## src/rtl/mac_seq_ctrl.sv

```systemverilog
// Dot-product sequencer: frames operand pairs into VEC_LEN-beat MAC runs and requantizes the result.
// Optional round-half-up requantization is enabled by defining MAC_SEQ_ROUND_EN (default: truncate).
module mac_seq_ctrl #(
   parameter int DATA_WIDTH   = 16,
   parameter int WEIGHT_WIDTH = 8,
   parameter int ACCUM_WIDTH  = 24,
   parameter int OUT_WIDTH    = 16,
   parameter int VEC_LEN      = 8,
   parameter int FRAC_SHIFT   = 6
) (
   input  logic                    clk,
   input  logic                    rst,
   input  logic                    in_valid,
   output logic                    in_ready,
   input  logic [DATA_WIDTH-1:0]   in_data,
   input  logic [WEIGHT_WIDTH-1:0] in_weight,
   output logic                    mac_enable,
   output logic                    mac_clear_accum,
   output logic [DATA_WIDTH-1:0]   mac_data,
   output logic [WEIGHT_WIDTH-1:0] mac_weight,
   input  logic [ACCUM_WIDTH-1:0]  mac_accum,
   input  logic                    mac_valid,
   output logic                    out_valid,
   input  logic                    out_ready,
   output logic [OUT_WIDTH-1:0]    out_data,
   output logic                    out_sat,
   output logic                    busy
);

   localparam int CW = (VEC_LEN > 1) ? $clog2(VEC_LEN) : 1;
   localparam logic [CW-1:0] LAST = CW'(VEC_LEN - 1);
   localparam int SW = ACCUM_WIDTH + 1;
   localparam logic signed [SW-1:0] OUT_MAX = {{(SW-OUT_WIDTH+1){1'b0}}, {(OUT_WIDTH-1){1'b1}}};
   localparam logic signed [SW-1:0] OUT_MIN = {{(SW-OUT_WIDTH+1){1'b1}}, {(OUT_WIDTH-1){1'b0}}};

   typedef enum logic [1:0] {FILL, DRAIN, HOLD} state_t;

   state_t                  state_q, state_d;
   logic [CW-1:0]           issue_cnt_q, issue_cnt_d;
   logic [CW-1:0]           ret_cnt_q, ret_cnt_d;
   logic                    mac_enable_q, mac_enable_d;
   logic                    mac_clear_q, mac_clear_d;
   logic [DATA_WIDTH-1:0]   mac_data_q, mac_data_d;
   logic [WEIGHT_WIDTH-1:0] mac_weight_q, mac_weight_d;
   logic [OUT_WIDTH-1:0]    out_data_q, out_data_d;
   logic                    out_sat_q, out_sat_d;

   logic                    accept;
   logic signed [SW-1:0]    acc_ext, acc_rnd, acc_shift;
   logic [OUT_WIDTH-1:0]    rq_data;
   logic                    rq_sat;

   // One extra guard bit keeps the rounding add from overflowing the accumulator range.
   always_comb begin
      acc_ext = {mac_accum[ACCUM_WIDTH-1], mac_accum};
`ifdef MAC_SEQ_ROUND_EN
      acc_rnd = acc_ext + SW'(1 << (FRAC_SHIFT - 1));
`else
      acc_rnd = acc_ext;
`endif
      acc_shift = acc_rnd >>> FRAC_SHIFT;
      rq_data   = acc_shift[OUT_WIDTH-1:0];
      rq_sat    = 1'b0;
      if (acc_shift > OUT_MAX) begin
         rq_data = OUT_MAX[OUT_WIDTH-1:0];
         rq_sat  = 1'b1;
      end else if (acc_shift < OUT_MIN) begin
         rq_data = OUT_MIN[OUT_WIDTH-1:0];
         rq_sat  = 1'b1;
      end
   end

   always_comb begin
      state_d      = state_q;
      issue_cnt_d  = issue_cnt_q;
      ret_cnt_d    = ret_cnt_q;
      mac_enable_d = 1'b0;
      mac_clear_d  = 1'b0;
      mac_data_d   = mac_data_q;
      mac_weight_d = mac_weight_q;
      out_data_d   = out_data_q;
      out_sat_d    = out_sat_q;
      accept       = in_valid && (state_q == FILL);

      if (accept) begin
         mac_enable_d = 1'b1;
         mac_clear_d  = (issue_cnt_q == '0);
         mac_data_d   = in_data;
         mac_weight_d = in_weight;
         if (issue_cnt_q == LAST) begin
            issue_cnt_d = '0;
            state_d     = DRAIN;
         end else begin
            issue_cnt_d = issue_cnt_q + CW'(1);
         end
      end

      // Returns are only meaningful while a vector is in flight; in HOLD they are dropped.
      if (mac_valid && (state_q != HOLD)) begin
         if (ret_cnt_q == LAST) begin
            ret_cnt_d  = '0;
            out_data_d = rq_data;
            out_sat_d  = rq_sat;
            state_d    = HOLD;
         end else begin
            ret_cnt_d = ret_cnt_q + CW'(1);
         end
      end

      if ((state_q == HOLD) && out_ready) begin
         state_d = FILL;
      end
   end

   always_ff @(posedge clk or posedge rst) begin
      if (rst) begin
         state_q      <= FILL;
         issue_cnt_q  <= '0;
         ret_cnt_q    <= '0;
         mac_enable_q <= 1'b0;
         mac_clear_q  <= 1'b0;
         mac_data_q   <= '0;
         mac_weight_q <= '0;
         out_data_q   <= '0;
         out_sat_q    <= 1'b0;
      end else begin
         state_q      <= state_d;
         issue_cnt_q  <= issue_cnt_d;
         ret_cnt_q    <= ret_cnt_d;
         mac_enable_q <= mac_enable_d;
         mac_clear_q  <= mac_clear_d;
         mac_data_q   <= mac_data_d;
         mac_weight_q <= mac_weight_d;
         out_data_q   <= out_data_d;
         out_sat_q    <= out_sat_d;
      end
   end

   assign in_ready        = (state_q == FILL) && !rst;
   assign mac_enable      = mac_enable_q;
   assign mac_clear_accum = mac_clear_q;
   assign mac_data        = mac_data_q;
   assign mac_weight      = mac_weight_q;
   assign out_valid       = (state_q == HOLD);
   assign out_data        = out_data_q;
   assign out_sat         = out_sat_q;
   assign busy            = (state_q != FILL) || (issue_cnt_q != '0);

endmodule

```

## config.mk

```make
export PLATFORM = sky130hd
export DESIGN_NAME = mac_seq_ctrl
export DESIGN_NICKNAME = d
export VERILOG_FILES = /design/src/rtl/mac_seq_ctrl.sv
export SDC_FILE = /design/constraint.sdc
export NUM_CORES = 1
export LEC_CHECK = 0
export CAP_MARGIN = 20
export CORE_UTILIZATION = 38
export CTS_BUF_LIST = sky130_fd_sc_hd__clkbuf_4 sky130_fd_sc_hd__clkbuf_8 sky130_fd_sc_hd__clkbuf_16
export CTS_CLUSTER_DIAMETER = 120
export DETAILED_ROUTE_END_ITERATION = 12
export HOLD_SLACK_MARGIN = 0.03
export MAX_ROUTING_LAYER = met4
export PLACE_DENSITY = 0.76
export SLEW_MARGIN = 30
export SYNTH_ARGS = -nofsm -noshare
export SYNTH_HDL_FRONTEND = slang
export SYNTH_SLANG_ARGS = --single-unit
```

## constraint.sdc

```tcl
create_clock -name clk -period 1.55 [get_ports clk]
set_input_delay 0.155 -clock clk [delete_from_list [all_inputs] [get_ports clk]]
set_output_delay 0.155 -clock clk [all_outputs]
set_load 0.05 [all_outputs]
```

* After elaboration in Yosys (flattened, before gate mapping) *
Index checks and enable logic that the tools add are counted.

word-level totals
  word-level logic and storage cells = 41
  output and inout bits = 46
  input bits = 53
  register bits = 51

cells by class
  order comparisons = 2
  muxes and demuxes = 13
  reductions and logical operators = 11
  eq/ne operators = 4
  add/subtract/negate cells = 2

operators by type and width
  cell                  count
  $mux 16               2
  $gt 18x16->1 const B  1
  $lt 18x16->1 const B  1
  $mux 2                5
  $add 3x1->3 const B   2
  $eq 3x3->1 const B    2
  $mux 3                2
  $logic_and 1x1->1     4
  $mux 1                4
  $logic_not 3->1       1
  $reduce_bool 3->1     1
  $eq 2x2->1 const B    1
  $logic_not 2->1       1
  $ne 2x2->1 const B    1
  $reduce_and 2->1      1
  $reduce_bool 2->1     1
  $logic_not 1->1       1
  $logic_or 1x1->1      1

* Longest topological paths before layout *
  depth in word-level cells = 6
  mapped depth = 5
  depth with buffers taken out = 5

* Least setup slack after synthesis *
Ideal clock, no wire load.

  path kind = reg-to-output
  from = register state_q[1]
  to = output port in_ready
  cell stages (with the launch flop) = 2
  required time = 1.395 ns
  data arrival time = 1.516 ns
  buffers on the path = 0
  slack = -0.121 ns
  cells stage by stage = dfrtp_1 > nor3_1

between the ends
  word-level cells in the longest chain between the ends = 2

ends and longest elaborated chain
  what                      RTL line  RTL
  start: declaration        38        state_t state_q, state_d;
  start signal: assignment  127       state_q <= state_d;
  $logic_not 2->1           139       assign in_ready = (state_q == FILL) && !rst;
  $logic_and 1x1->1         139
  end: declaration          14        output logic in_ready,

No other way between the ends.

* Final worst setup path *
  from = register issue_cnt_q[1]
  to = output port busy

between the ends
  word-level cells in the longest chain between the ends = 2

ends and longest elaborated chain
  what                      RTL line  RTL
  start: declaration        39        logic [CW-1:0] issue_cnt_q, issue_cnt_d;
  start signal: assignment  128       issue_cnt_q <= issue_cnt_d;
  $reduce_bool 3->1         147       assign busy = (state_q != FILL) || (issue_cnt_q != '0);
  $logic_or 1x1->1          147
  end: declaration          27        output logic busy

No other way between the ends.

==> summary.txt <==
STATUS
------------------------------------------------------------------------------
Run status ...................................................... complete, but fails checks
Failing checks .................................................. setup timing

DETAILED ROUTING
------------------------------------------------------------------------------
Count of nets left with antenna violations after detail routing .            0
Average wire length per cell after detail routing ...............      14.3 um
Vias after detailed routing .....................................        1,797
Via count normalized by instance count ..........................         4.98
Iteration-0 DRC count of the detailed router ....................           47
Drc violations ..................................................            0
Detailed-route wire length ......................................      5180 um
Count of TritonRoute iterations in the first routing pass .......            4

WORST SETUP PATH
------------------------------------------------------------------------------
Top cell family by delay on the critical path ................... simple AND/OR/NAND/NOR gates
Critical-path cell with the highest stage delay .................       or4b_4
Slowest cell delay on critical path .............................      0.46 ns
Arrival @ worst endpoint ........................................      1.52 ns
Startpoint types ................................................     register
Buffers and inverters on the worst path .........................            2
Crit Path Category .............................................. register to primary output
Required time worst endpoint ....................................      1.39 ns
Critical path peak fanout .......................................            2
Worst setup EP type ............................................. primary output
Cell breakdown of the critical path ............................. inv_2 > ha_4 > or4b_4 > buf_8

GLOBAL ROUTING
------------------------------------------------------------------------------
Global route total overflow .....................................            0
Antenna violations before repair ................................            0
Tot GR Track Use ................................................        17.9%
Vias in the first global route ..................................        1,809
Largest net degree at the start of global routing ...............           28
Wire length of the first global-routing pass ....................      8400 um

FLOORPLANNING
------------------------------------------------------------------------------
Num ports .......................................................           99
Placement row count .............................................           27
DIE WIDTH .......................................................      79.0 um
Starting utilization of the core area ...........................        40.2%
Die Footprint ...................................................   6240 sq um
Vert. Die Dim ...................................................      79.0 um
Core area .......................................................   5610 sq um

PLACED DESIGN
------------------------------------------------------------------------------
Pre-CTS setup slack .............................................   -0.0374 ns
Quantity of I/O buffers inserted on ports .......................           92
Post-detail-place hpwl ..........................................      3730 um
Global placer's final weighted congestion .......................        0.721
Placed instance area ............................................   3270 sq um

CTS
------------------------------------------------------------------------------
Reg clk slew, reported paths ....................................      0.08 ns
Clock buffer depth ..............................................            2
Clock tree from TritonCTS .......................................          yes
Clock Latency Late Sink .........................................      0.30 ns
Clock root buffer ...............................................     clkbuf_8
H-Tree Depth ....................................................            2
Clock Sink Count ................................................           51
Total CTS buffers ...............................................            5

POWER
------------------------------------------------------------------------------
Leak ............................................................   0.00154 uW
Maximum vdd drop ................................................      1340 uV
Power density relative to cell area ............................. 2240 nW/um^2

YOSYS
------------------------------------------------------------------------------
Post-synthesis async set-or-reset flop share ....................         100%
Number of synthesized register bits .............................           51
Post-synthesis sequential area ratio ............................        56.6%
Post-synth EDFFs ................................................            0
Synthesized netlist cell count ..................................          177
Most common flop cell mapped by yosys ...........................      dfrtp_1
Netlist Area Pre-Place ..........................................   2250 sq um
Yosys synthesis warning count ...................................            0
Synthesized netlist net count ...................................          235
Number of unique standard cell types used by synthesis ..........           31
Avg Inst Size Synth .............................................   12.7 sq um

STA
------------------------------------------------------------------------------
Final worst slack ...............................................    -0.124 ns
Shortest period the worst path allows ...........................      1.67 ns
Slew headroom ...................................................        83.5%
Transition at the pin with the smallest max-transition slack ....     0.247 ns
Number of max-slew violations in the final report ...............            0
Final hold vios .................................................            0
Clock Skew ......................................................   0.00763 ns
Highest Clock Rate ..............................................      597 MHz
Number of setup violations in the final report ..................            1
Period utilisation layout .......................................         108%
RSZ-0062 raised after global routing ............................         true
Final hold slack ................................................     0.150 ns

MIN PATH
------------------------------------------------------------------------------
Path class of the lowest-slack min-delay path ................... input pin to asynchronous set/reset pin

FINAL LAYOUT
------------------------------------------------------------------------------
Diode insertion count for antenna repair ........................            0
Final cell area excluding filler cells ..........................   3460 sq um
Share of layout cells above drive strength 1 ....................        42.9%
Number of nets in the finished design ...........................          346
Area growth from synthesis to final layout ......................        53.6%

JOB
------------------------------------------------------------------------------
Max-cap violations ..............................................            0

## cell type report
class                      count  area (sq um)
clock inverter                 1          5.00
inverter                       5          22.5
multi-input combinational    110           948
clock buffer                   7          83.8
timing repair inverter         1          5.00
timing repair buffer         114          1030
fill                         471          2150
sequential                    51          1280
tap                           72          90.1
## final timing paths
| check | start | slack, ns | endpoint | cells past startpoint |
|---|---|---|---|---|
| max in group asynchronous | rst | 0.93 | mac_data[4] | 3 |
| min in group clk | out_ready | 0.43 | state_q[1] | 2 |
| max reg2reg | ret_cnt_q[0] | 0.09 | out_data[0] | 5 |
| max | issue_cnt_q[1] | -0.12 | busy | 4 |
| min | rst | 0.15 | mac_weight[1] | 2 |
| min reg2reg | out_data[3] | 0.50 | out_data[3] | 1 |
## where the power goes
group | internal [uW] | switching (uW) | total, uW
sequential | 1960 | 381 | 2340
clock | 352 | 401 | 754
combinational | 1790 | 2870 | 4670
total | 4110 | 3660 | 7770
## cell families (layout without fill, tap and decap cells)
kind of cell	after synthesis	after routing	synth area share [%]
flops	51	51	56.6
buf+inv	16	128	3.83
mux	29	29	14.5
compound gates	38	38	13.6
simple gates	38	38	8.66
fa+ha+maj	5	5	2.78
## flip-flops by register name (all words and copies together) (netlist names)
| register | flops |
|---|---|
| ret_cnt_q | 3 |
| out_sat | 1 |
| state_q | 2 |
| mac_enable | 1 |
| mac_weight | 8 |
| issue_cnt_q | 3 |
| out_data | 16 |
| mac_data | 16 |
| mac_clear_accum | 1 |
## placed cells by master (no fill, tap or decap), drive strengths merged, types with 7 or more instances in the layout
| cell | synthesis | final |
|---|---|---|
| mux2 | 29 | 29 |
| clkbuf | 0 | 7 |
| o2bb2ai | 8 | 8 |
| nand2 | 11 | 11 |
| nor2 | 17 | 17 |
| clkdlybuf4s50 | 0 | 46 |
| a22o | 7 | 7 |
| a211oi | 7 | 7 |
| dfrtp | 51 | 51 |
| o21bai | 7 | 7 |
| buf | 11 | 68 |
## worst register-to-register path: stages (launching register included)
cell and delay (ns):
dfrtp_1 0.38, ha_2 0.20, ha_4 0.16, nand2_2 0.11, a211o_4 0.37, o2bb2ai_1 0.16
## routing by layer
layer	share of wire [%]	track usage, %	vias to the layer above
li1	-	-	854
met5	0	-	-
met1	46	23.0	860
met4	1.1	4.91	0
met2	45	28.4	78
met3	8.0	4.48	5
## per-stage QoR
stage / total power, uW / std cells / util, % / TNS [ns]
finish: 7770 / 361 / 61.7 / -0.124
global route: 8180 / 361 / 61.7 / -0.192
CTS: 7720 / 359 / 60.8 / -0.147
detailed placement: 6840 / 347 / 58.3 / -0.652
global placement: 6740 / 347 / 58.3 / -0.470
floorplan: 5350 / 177 / - / 0
## cell usage after synthesis, types with 2 or more instances
cell	count	area [sq um]
nor2_1	17	63.8
buf_2	6	30.0
dfrtp_1	51	1280
a31oi_1	2	12.5
inv_1	5	18.8
a22o_1	7	61.3
o2bb2ai_1	8	70.1
buf_4	3	22.5
nand2_1	10	37.5
o21bai_1	7	52.6
nor3_1	2	10.0
ha_1	5	62.6
a211oi_1	7	52.6
mux2_2	28	315
o21ai_0	3	15.0
## timing repair
action / in CTS / in global routing
setup buffers: 3 / 2
gates resized for setup: 7 / 9
endpoints found under the setup margin: 16 / 16
hold buffers: 0 / 0
pin swaps: 0 / 1
gates cloned: 1 / 0
No activity file was read; power rests on OpenSTA's default activity.
